## src/rtl/prio_encoder_4to2_if.sv

```systemverilog
// Handshake/request bundle for the round-robin 4-to-2 encoder.
// The encoder uses the slave modport; the request/consumer side uses master.
interface prio_encoder_4to2_if;
  logic [3:0] req_i;
  logic       en_i;
  logic       ready_i;
  logic [1:0] data_o;
  logic       valid_o;
  logic [3:0] pend_o;
  logic       overflow_o;

  modport master (
    output req_i,
    output en_i,
    output ready_i,
    input  data_o,
    input  valid_o,
    input  pend_o,
    input  overflow_o
  );

  modport slave (
    input  req_i,
    input  en_i,
    input  ready_i,
    output data_o,
    output valid_o,
    output pend_o,
    output overflow_o
  );
endinterface

```

## src/rtl/prio_encoder_4to2.sv

```systemverilog
// Registered round-robin 4-to-2 encoder: latches request pulses into a pending
// register and issues one pending index at a time over a valid/ready handshake.
module prio_encoder_4to2 (
  input  logic                 clk_i,
  input  logic                 rst_n_i,
  prio_encoder_4to2_if.slave   bus
);

  typedef enum logic {
    IDLE  = 1'b0,
    VALID = 1'b1
  } state_t;

  state_t     state_r;
  logic [1:0] data_r;
  logic       valid_r;
  logic [3:0] pend_r;
  logic       overflow_r;
  logic [1:0] ptr_r;

  logic       accept_s;
  logic [3:0] clr_s;
  logic [3:0] pend_nxt_s;
  logic [3:0] lost_s;
  logic [2:0] pick_s;

  // Returns {found, index} of the first set pending bit starting at ptr.
  function automatic logic [2:0] rr_pick(input logic [3:0] pend, input logic [1:0] ptr);
    logic       found;
    logic [1:0] idx;
    logic [1:0] pick;
    found = 1'b0;
    pick  = 2'b00;
    for (int i = 0; i < 4; i++) begin
      idx = ptr + 2'(i);
      if (!found && pend[idx]) begin
        found = 1'b1;
        pick  = idx;
      end
    end
    return {found, pick};
  endfunction

  // Acceptance clear mask, next pending value and lost-request detection.
  always_comb begin
    clr_s    = 4'b0000;
    accept_s = valid_r & bus.ready_i;
    if (accept_s) begin
      clr_s[data_r] = 1'b1;
    end else begin
      clr_s = 4'b0000;
    end
    pend_nxt_s = bus.req_i | (pend_r & ~clr_s);
    lost_s     = bus.req_i & pend_r & ~clr_s;
    pick_s     = rr_pick(pend_r, ptr_r);
  end

  // Pending capture, sticky overflow and the IDLE/VALID grant machine.
  always_ff @(posedge clk_i or negedge rst_n_i) begin
    if (!rst_n_i) begin
      state_r    <= IDLE;
      data_r     <= 2'b00;
      valid_r    <= 1'b0;
      pend_r     <= 4'b0000;
      overflow_r <= 1'b0;
      ptr_r      <= 2'b00;
    end else begin
      pend_r <= pend_nxt_s;
      if (|lost_s) begin
        overflow_r <= 1'b1;
      end
      case (state_r)
        IDLE: begin
          // Selection looks only at the registered pending bits.
          if (bus.en_i && pick_s[2]) begin
            data_r  <= pick_s[1:0];
            valid_r <= 1'b1;
            state_r <= VALID;
          end else begin
            state_r <= IDLE;
          end
        end
        VALID: begin
          if (accept_s) begin
            ptr_r   <= data_r + 2'd1;
            valid_r <= 1'b0;
            state_r <= IDLE;
          end else begin
            state_r <= VALID;
          end
        end
        default: begin
          valid_r <= 1'b0;
          state_r <= IDLE;
        end
      endcase
    end
  end

  assign bus.data_o     = data_r;
  assign bus.valid_o    = valid_r;
  assign bus.pend_o     = pend_r;
  assign bus.overflow_o = overflow_r;

endmodule

```

## src/flat_wrapper.sv

```systemverilog
// flat-port wrapper written by rule: the top's interface ports become plain ports
module prio_encoder_4to2_flat 
  (clk_i, rst_n_i, bus_req_i, bus_en_i, bus_ready_i, bus_data_o, bus_valid_o, bus_pend_o, bus_overflow_o);
  prio_encoder_4to2_if bus_i ();
  input  logic clk_i;
  input  logic rst_n_i;
  input wire logic [$bits(bus_i.req_i)-1:0] bus_req_i;
  input wire logic [$bits(bus_i.en_i)-1:0] bus_en_i;
  input wire logic [$bits(bus_i.ready_i)-1:0] bus_ready_i;
  output wire logic [$bits(bus_i.data_o)-1:0] bus_data_o;
  output wire logic [$bits(bus_i.valid_o)-1:0] bus_valid_o;
  output wire logic [$bits(bus_i.pend_o)-1:0] bus_pend_o;
  output wire logic [$bits(bus_i.overflow_o)-1:0] bus_overflow_o;
  assign bus_i.req_i = bus_req_i;
  assign bus_i.en_i = bus_en_i;
  assign bus_i.ready_i = bus_ready_i;
  assign bus_data_o = bus_i.data_o;
  assign bus_valid_o = bus_i.valid_o;
  assign bus_pend_o = bus_i.pend_o;
  assign bus_overflow_o = bus_i.overflow_o;
  prio_encoder_4to2 u_core (.clk_i(clk_i), .rst_n_i(rst_n_i), .bus(bus_i));
endmodule
```

## config.mk

```make
export PLATFORM = sky130hd
export DESIGN_NAME = prio_encoder_4to2_flat
export DESIGN_NICKNAME = d
export VERILOG_FILES = /design/src/rtl/prio_encoder_4to2_if.sv /design/src/rtl/prio_encoder_4to2.sv /design/src/flat_wrapper.sv
export SDC_FILE = /design/constraint.sdc
export NUM_CORES = 1
export LEC_CHECK = 0
export CELL_PAD_IN_SITES_DETAIL_PLACEMENT = 1
export CELL_PAD_IN_SITES_GLOBAL_PLACEMENT = 1
export CORE_MARGIN = 2
export CORE_UTILIZATION = 25
export CTS_BUF_LIST = sky130_fd_sc_hd__clkbuf_4 sky130_fd_sc_hd__clkbuf_8 sky130_fd_sc_hd__clkbuf_16
export CTS_CLUSTER_SIZE = 16
export DETAILED_ROUTE_END_ITERATION = 10
export PLACE_DENSITY_LB_ADDON = 0.2
export SKIP_LAST_GASP = 1
export SLEW_MARGIN = 20
export SYNTH_ARGS = -nofsm -noshare
export SYNTH_HDL_FRONTEND = slang
export SYNTH_SLANG_ARGS = --single-unit
export TNS_END_PERCENT = 50
```

## constraint.sdc

```tcl
create_clock -name clk_i -period 1.23 [get_ports clk_i]
set_input_delay 0.3075 -clock clk_i [delete_from_list [all_inputs] [get_ports clk_i]]
set_output_delay 0.3075 -clock clk_i [all_outputs]
set_load 0.01 [all_outputs]
```

## After elaboration in Yosys (flattened, before gate mapping)

Index checks and enable logic that the tools add are counted.

- Add/subtract/negate cells: 4
- Bitwise gates (word level): 7
- Reduce and logical (&&, ||, !) cells: 12
- $lt $le $gt $ge: 6
- Equal/unequal tests: 2
- Multiplexer cells: 25

Operators with widths:

| kind | count |
|---|---|
| < comparator 2 x 3 -> 1 bit, second input constant | 5 |
| two-way mux 1 bit | 13 |
| AND 4 bit | 3 |
| binary-select mux 1 bit (select 2 bit) | 4 |
| two-way mux 2 bit | 4 |
| AND reduction 2 bit | 3 |
| logical AND 1 bit | 5 |
| adder 2 x 1 -> 2 bit, second input constant | 2 |
| adder 2 bit, second input constant | 2 |
| two-way mux 4 bit | 1 |
| inverter 4 bit | 1 |
| bitwise OR 4 bit | 1 |
| case mux 1 bit (2 select lines) | 2 |
| OR reduction 4 bit | 1 |
| zero test 1 bit | 3 |
| demux 1 bit (select 2 bit) | 1 |
| greater-or-equal comparator 2 x 1 -> 1 bit, second input constant | 1 |
| != test 2 x 1 -> 1 bit, second input constant | 1 |
| != test 2 bit, second input constant | 1 |
| AND 1 bit | 1 |
| inverter 1 bit | 1 |

- Output and inout bits: 8
- Word-level logic and storage cells: 62
- Input port bits: 8
- Flip-flop bits (word level): 11

## Logic depth before layout (Yosys ltp)

Gate-level depths: netlist of the first run.

- Word-level depth: 15
- Gate-level depth with buffers: 5

## Worst setup path after synthesis of the first run

No wires, ideal clock.

- Kind: reg-to-reg
- Start: register u_core.state_r
- End: register u_core.data_r[0] (netlist: u_core.bus.data_o[0])
- Path slack: 0.032 ns
- Stages on the path, launching flop included: 4
- Setup time: 0.104 ns
- Data required time: 1.126 ns
- Buffers on the path: 0
- Arrival: 1.095 ns
- Cell sequence: dfrtp_1 > nand2b_1 > or2_4 > o41ai_2

- Longest elaborated chain between the ends: 2

RTL lines:

| item | RTL line | text |
|---|---|---|
| start, declared | prio_encoder_4to2.sv:14 | `state_t state_r;` |
| start signal, assigned | prio_encoder_4to2.sv:61 | `state_r <= IDLE;` |
| start signal, assigned | prio_encoder_4to2.sv:78 | `state_r <= VALID;` |
| start signal, assigned | prio_encoder_4to2.sv:80 | `state_r <= IDLE;` |
| inverter 1 bit | - |  |
| AND reduction 2 bit (no line) | - |  |
| end signal, assigned | prio_encoder_4to2.sv:76 | `data_r <= pick_s[1:0];` |
| end, declared | prio_encoder_4to2.sv:15 | `logic [1:0] data_r;` |

No other way between the ends.
A chain may end at the register's enable or synchronous reset.

## Final worst setup path of the first run

- Start: register u_core.pend_r[1] (netlist: u_core.bus.pend_o[1])
- End: register u_core.data_r[0] (netlist: u_core.bus.data_o[0])

- Longest elaborated chain between the ends: 14
- Elaborated cells on any way between the ends: 24
- Those cells by class: mux (16); reduce/logical (8)

RTL lines:

| item | RTL line | text |
|---|---|---|
| start, declared | prio_encoder_4to2.sv:17 | `logic [3:0] pend_r;` |
| start signal, assigned | prio_encoder_4to2.sv:68 | `pend_r <= pend_nxt_s;` |
| binary-select mux 1 bit (select 2 bit) | prio_encoder_4to2.sv:36 | `if (!found && pend[idx]) begin` |
| two-way mux 1 bit (not written as such) | prio_encoder_4to2.sv:36 |  |
| two-way mux 1 bit | prio_encoder_4to2.sv:36 |  |
| zero test 1 bit | prio_encoder_4to2.sv:36 |  |
| logical AND 1 bit | prio_encoder_4to2.sv:36 |  |
| two-way mux 1 bit | prio_encoder_4to2.sv:36 |  |
| zero test 1 bit | prio_encoder_4to2.sv:36 |  |
| logical AND 1 bit | prio_encoder_4to2.sv:36 |  |
| two-way mux 1 bit | prio_encoder_4to2.sv:36 |  |
| zero test 1 bit | prio_encoder_4to2.sv:36 |  |
| logical AND 1 bit | prio_encoder_4to2.sv:36 |  |
| two-way mux 1 bit | prio_encoder_4to2.sv:36 |  |
| logical AND 1 bit | prio_encoder_4to2.sv:75 | `if (bus.en_i && pick_s[2]) begin` |
| AND reduction 2 bit (no line) | - |  |

Parallel ways exist; a longest one is shown, timed or not. The select of a mux whose other input is x is not followed.

==> flow_metrics.env, run 1 <==
export IMPL_status="complete, but fails checks"
export IMPL_violations="negative setup slack"
export IMPL_critPathSlowestCell="dfrtp_1"
export IMPL_fin_area_um2=1044
export IMPL_cpMostUsedCell="buf_6"
export IMPL_place_gp_congestion=0.7625
export IMPL_synthAdderAreaFrac=0.08696
export IMPL_skew_ns=0.0008316
export IMPL_route_detailed_wl_per_inst_um=15.18
export IMPL_syn_nets=68
export IMPL_worst_ep_arrival_time_ns=1.46
export IMPL_cts_sinks=11
export IMPL_report_final_slew_viol_count=0
export IMPL_synth_seq_area_share=0.4783
export IMPL_yosys_area_share_simple=0.2022
export IMPL_cts_buffer_depth=2
export IMPL_synthArstFlopShare=1.000
export IMPL_coreArea_um2=2191
export IMPL_grt_ovfl_total=0
export IMPL_rows=17
export IMPL_relSlewSlack=0.8395
export IMPL_netlist_top_cells_count="dfrtp_1 (11), nand3_1 (8), nand2_1 (6)"
export IMPL_numCtsBuffers=3
export IMPL_synth_edf_count=0
export IMPL_areaGrowthSynthToFinish_pct=81.30
export IMPL_antenna_found_initial=0
export IMPL_cts_root_buf="clkbuf_4"
export IMPL_first_iter_violations=14
export IMPL_synth_seq_cells=11
export IMPL_cp_end_kind="flop"
export IMPL_hold_class="in2async"
export IMPL_grt_usage=0.1617
export IMPL_place_area_um2=880.8
export IMPL_synth_area_top_cells="dfrtp_1 (48%), ha_1 (8.7%), nand3_1 (7.0%)"
export IMPL_setup_viol=8
export IMPL_drt_total_wl_um=1928
export IMPL_start_util=0.2627
export IMPL_crit_start="u_core.bus.pend_o[1]$_DFF_PN0_"
export IMPL_yosysMostFrequentCell="dfrtp_1"
export IMPL_r2r_setup_slack_ns=-0.06
export IMPL_insertedDiodeCount=0
export IMPL_pre_cts_slack_ns=-0.3545
export IMPL_ys_flop_type="dfrtp_1"
export IMPL_vdd_drop_max_v=0.0008875
export IMPL_fmax_ghz=0.7757
export IMPL_path_clk_slew_ns=0.08
export IMPL_die_w_um=51.98
export IMPL_yosys_warnings=0
export IMPL_num_io_pins=16
export IMPL_dieArea_um2=2702
export IMPL_tns_ns=-0.2337
export IMPL_grt_setup_unrepaired="true"
export IMPL_cts_tree="done"
export IMPL_rr_worst_depth=5
export IMPL_syn_avg_cell_area_um2=10.28
export IMPL_die_y_um=51.98
export IMPL_clk_latency_ns=0.27
export IMPL_firstDrtPassIters=4
export IMPL_finalCritPeriodShare=1.048
export IMPL_cp_max_fo=2
export IMPL_ant_nets=0
export IMPL_timing_rr_end="u_core.bus.data_o[0]$_DFFE_PN0P_"
export IMPL_criticalPathCategory="reg2reg"
export IMPL_cp_data_required_time_ns=1.40
export IMPL_hold_viol_final=0
export IMPL_cts_hold_fix_buffers=0
export IMPL_syn_area_um2=575.6
export IMPL_synthCells=56
export IMPL_drc_errors=0
export IMPL_r2r_start="u_core.bus.pend_o[1]$_DFF_PN0_"
export IMPL_tightest_slew_ns=0.2382
export IMPL_finalCriticalPeriod_ns=1.289
export IMPL_grt_start_max_net_pins=12
export IMPL_synth_xor_area_share=0
export IMPL_synth_top_area_frac=0.4783
export IMPL_nFillCells=250
export IMPL_synth_area_leader_cell="dfrtp_1"
export IMPL_holdWs_ns=0.3248
export IMPL_power_density_nw_per_um2=1885
export IMPL_fin_util=0.4763
export IMPL_port_buffers=15
export IMPL_synthMuxAreaShare=0.01957
export IMPL_slowest_delay_ns=0.39
export IMPL_fin_ws_ns=-0.05908
export IMPL_synth_cell_types=21
export IMPL_first_global_vias=621
export IMPL_synth_compound_area_frac=0.1935
export IMPL_path_cells="buf_6, buf_6, inv_4, o211a_1, o41ai_2"
export IMPL_cp_num_buf_inv=3
export IMPL_power_leakage_nw=0.4779
export IMPL_cap_violations=0
export IMPL_cp_start_kind="flop"
export IMPL_critical_path_top_delay_family="compound AO/OA/AOI/OAI gates"
export IMPL_dp_hpwl_um=1256
export IMPL_vias=610
export IMPL_nets=112
export IMPL_routed_via_density=4.803
export IMPL_drive_above_1_share=0.4747
export IMPL_grt_pass1_wl_um=3077
export IMPL_htreeDepth=1
export IMPL_synth_top_family_by_area="simple AND/OR/NAND/NOR gates"
[layer usage]
layer  GRT usage  vias up  wire, µm  share of wire
met1      0.2147      299       848           0.44
met4     0.09211        0        50          0.026
met5           0        -         0              0
met2      0.2532       20       957           0.50
met3     0.01724        4        72          0.037
li1            -      287         -              -
[registers in the layout, indices dropped and copies added (netlist names)]
| signal | flops |
|---|---|
| u_core.bus.pend_o | 4 |
| u_core.ptr_r | 2 |
| u_core.bus.overflow_o | 1 |
| u_core.state_r | 1 |
| u_core.bus.valid_o | 1 |
| u_core.bus.data_o | 2 |
[cells by family after synthesis]
family	count (synthesis)
AO/OA/AOI/OAI	15
flip-flops	11
buffers and inverters	3
AND/OR/NAND/NOR	22
adder cells (fa/ha/maj)	4
multiplexers	1
[worst reg2reg max path, cell delays in order, from the launching register on]
cell and delay (ns):
dfrtp_1 0.39, buf_6 0.13, buf_6 0.10, inv_4 0.03, o211a_1 0.22, o41ai_2 0.32
[what timing repair did]
action / CTS / global route
gates resized for setup: 22 / 17
gates cloned: 0 / 0
buffers inserted: 7 / 1
pin swaps: 3 / 5
endpoints found under the setup margin: 12 / 14
[through the flow]
step | instances | power [mW]
after floorplan | 56 | 0.9951
after global placement | 115 | 1.477
after detailed placement | 115 | 1.488
after CTS | 126 | 1.820
after global routing | 127 | 2.120
final | 127 | 1.967
[report_power, final]
part / internal [mW] / leakage, nW / switching [mW]
clock network: 0.148 / 0.0184 / 0.135
logic: 0.584 / 0.342 / 0.507
registers: 0.482 / 0.118 / 0.111
[final cells by class]
cell class              instances  area [µm²]  share of cell area
clock buffers                   4       30.03             0.02878
flip-flops and latches         11       275.3              0.2638
multi-input cells              42       350.3              0.3357
inverters                       3       13.76             0.01319
well taps                      28       35.03             0.03357
repair buffers                 39       339.1              0.3249
[cells in the final DEF, fill, tap and decap left out, drive strengths merged, types with 2 or more instances in the layout]
cell,count
dfrtp,11
nand3,8
clkdlybuf4s50,6
nand2,6
o21ai,3
a21oi,2
dlygate4sd2,3
clkbuf,5
nor2,2
inv,3
ha,4
clkdlybuf4s15,3
buf,25
a21o,4
nand2b,2
[worst max path at each step]
stage                                                   to  slack (ns)  depth (start not counted)
after global placement    u_core.bus.data_o[0]$_DFFE_PN0P_       -0.27                          4
after detailed placement  u_core.bus.data_o[0]$_DFFE_PN0P_       -0.35                          4
after global routing        u_core.bus.valid_o$_DFFE_PN0P_       -0.11                          5
after CTS                                    bus_pend_o[1]       -0.05                          1
after floorplan           u_core.bus.data_o[0]$_DFFE_PN0P_        0.03                          3
final                     u_core.bus.data_o[0]$_DFFE_PN0P_       -0.06                          5
(Power assumes the default switching activity.)
==> inputs of run 2 (changes only) <==
==> constraint.sdc (replaced) <==
create_clock -name clk_i -period 1.23 [get_ports clk_i]
set_input_delay 0.1845 -clock clk_i [delete_from_list [all_inputs] [get_ports clk_i]]
set_output_delay 0.1845 -clock clk_i [all_outputs]
set_load 0.01 [all_outputs]
==> flow_metrics.env, run 2 (synthesis results as in run 1) <==
export IMPL_clk_latency_ns=0.27
export IMPL_grt_setup_unrepaired="true"
export IMPL_cts_tree="done"
export IMPL_netSwitchingPower_mw=0.6979
export IMPL_die_w_um=51.98
export IMPL_largest_reg_flops=4
export IMPL_clock_power_share=0.144
export IMPL_cpMostUsedCell="buf_4"
export IMPL_slowest_delay_ns=0.40
export IMPL_cp_num_buf_inv=3
export IMPL_cts_root_buf="clkbuf_4"
export IMPL_report_final_slew_viol_count=0
export IMPL_htreeDepth=1
export IMPL_place_gp_congestion=0.7267
export IMPL_routed_via_density=4.527
export IMPL_tns_ns=-0.3429
export IMPL_nets=116
export IMPL_ant_nets=0
export IMPL_first_global_vias=633
export IMPL_tightest_slew_ns=0.2566
export IMPL_numCtsBuffers=3
export IMPL_cts_sinks=11
export IMPL_fin_util=0.4769
export IMPL_cp_end_kind="primary output"
export IMPL_path_clk_slew_ns=0.08
export IMPL_dp_hpwl_um=1291
export IMPL_criticalPathCategory="reg2out"
export IMPL_violations="negative setup slack"
export IMPL_cts_hold_fix_buffers=0
export IMPL_rr_worst_depth=5
export IMPL_dieArea_um2=2702
export IMPL_path_cells="buf_4, buf_4, dlygate4sd2_1"
export IMPL_power_density_nw_per_um2=1845
export IMPL_grt_usage=0.1573
export IMPL_route_detailed_wl_per_inst_um=14.13
export IMPL_finalCritPeriodShare=1.121
export IMPL_drt_total_wl_um=1851
export IMPL_cap_violations=0
export IMPL_status="complete, but fails checks"
export IMPL_port_buffers=15
export IMPL_fin_ws_ns=-0.1483
export IMPL_sw_frac_of_total=0.3622
export IMPL_path_depth=3
export IMPL_nFillCells=253
export IMPL_cp_start_kind="flop"
export IMPL_grt_start_max_net_pins=12
export IMPL_cp_max_fo=2
export IMPL_power_leakage_nw=0.4955
export IMPL_sequentialPowerShare=0.306
export IMPL_vdd_drop_max_v=0.001252
export IMPL_setup_viol=7
export IMPL_finalCriticalPeriod_ns=1.378
export IMPL_hold_class="in2async"
export IMPL_cp_data_required_time_ns=1.05
export IMPL_areaGrowthSynthToFinish_pct=81.52
export IMPL_drc_errors=0
export IMPL_relSlewSlack=0.8278
export IMPL_critical_path_top_delay_family="buffers and inverters"
export IMPL_firstDrtPassIters=3
export IMPL_critPathSlowestCell="dfrtp_1"
export IMPL_die_y_um=51.98
export IMPL_power_mw=1.927
export IMPL_rows=17
export IMPL_grt_ovfl_total=0
export IMPL_grt_pass1_wl_um=2980
export IMPL_skew_ns=0.004473
export IMPL_worst_ep_arrival_time_ns=1.19
export IMPL_cts_buffer_depth=2
export IMPL_drive_above_1_share=0.3883
export IMPL_hold_viol_final=0
export IMPL_antenna_found_initial=0
export IMPL_fmax_ghz=0.7255
export IMPL_insertedDiodeCount=0
export IMPL_power_frac_comb=0.550
export IMPL_internal_power_mw=1.229
export IMPL_final_cell_mix="buf_4 (25), dfrtp_1 (11), clkdlybuf4s50_1 (7), nand3_1 (6), nand2_1 (6)"
export IMPL_final_common_cell="buf_4"
export IMPL_start_util=0.2627
export IMPL_num_io_pins=16
export IMPL_vias=593
export IMPL_first_iter_violations=3
export IMPL_coreArea_um2=2191
==> run 2: cell types whose count changed in the layout (fill, tap and decap cells not counted), sizes merged <==
| cell | change |
|---|---|
| buf | +3 |
| clkbuf | -1 |
| clkdlybuf4s15 | -3 |
| clkdlybuf4s50 | +1 |
| dlygate4sd2 | +1 |
| dlymetal6s2s | +3 |
==> run 2: what timing repair did <==
item,in CTS,in global routing
setup endpoints to repair,9,14
pin swaps,0,4
setup buffers,7,5
resized for setup,4,13
==> run 2: area by class of cell <==
class / count / area, µm² / share of cell area
Timing Repair Buffer: 43 / 376.6 / 0.3605
Multi-Input combinational cell: 42 / 316.6 / 0.3030
Sequential cell: 11 / 275.3 / 0.2635
Tap cell: 28 / 35.03 / 0.03353
Clock buffer: 4 / 30.03 / 0.02874
Inverter: 3 / 11.26 / 0.01078
==> run 2: per-layer routing <==
metal / GRT usage / vias up / part of all wire / routed length [µm]
met2: 0.2532 / 7 / 0.52 / 969
li1: - / 295 / - / -
met5: 0 / - / 0 / 0
met3: 0.008621 / 2 / 0.018 / 33
met4: 0.1053 / 0 / 0.015 / 27
met1: 0.2014 / 289 / 0.44 / 821
==> run 2: stage by stage <==
step	area (µm²)	worst slack [ns]	hold WS [ns]	instances
finish	1045	-0.1483	0.2004	131
global route	1045	-0.1866	0.1958	131
CTS	958.4	-0.1787	0.2061	126
detailed placement	880.8	-0.1941	0.4947	115
global placement	880.8	-0.1444	0.4856	115
floorplan	575.6	0.03170	-0.1111	56
==> run 2: path summary, 6_finish.rpt <==
kind | start | to | slack, ns
min in group clk_i | bus_req_i[1] | u_core.bus.pend_o[1]$_DFF_PN0_ | 0.51
worst min-delay path | rst_n_i | u_core.bus.valid_o$_DFFE_PN0P_ | 0.20
worst max register to register | u_core.bus.pend_o[1]$_DFF_PN0_ | u_core.bus.data_o[0]$_DFFE_PN0P_ | -0.05
max in group asynchronous | rst_n_i | u_core.bus.pend_o[2]$_DFF_PN0_ | 0.87
worst max-delay path | u_core.bus.pend_o[1]$_DFF_PN0_ | bus_pend_o[1] | -0.15
worst min register to register | u_core.ptr_r[0]$_DFFE_PN0P_ | u_core.ptr_r[0]$_DFFE_PN0P_ | 0.54
==> run 2: power by group through the flow <==
stage	combinational [mW]	clock, mW	sequential, mW
CTS	0.957	0.281	0.592
detailed placement	0.838	0	0.632
finish	1.06	0.277	0.590
floorplan	0.341	0	0.654
global route	1.17	0.309	0.611
global placement	0.816	0	0.626
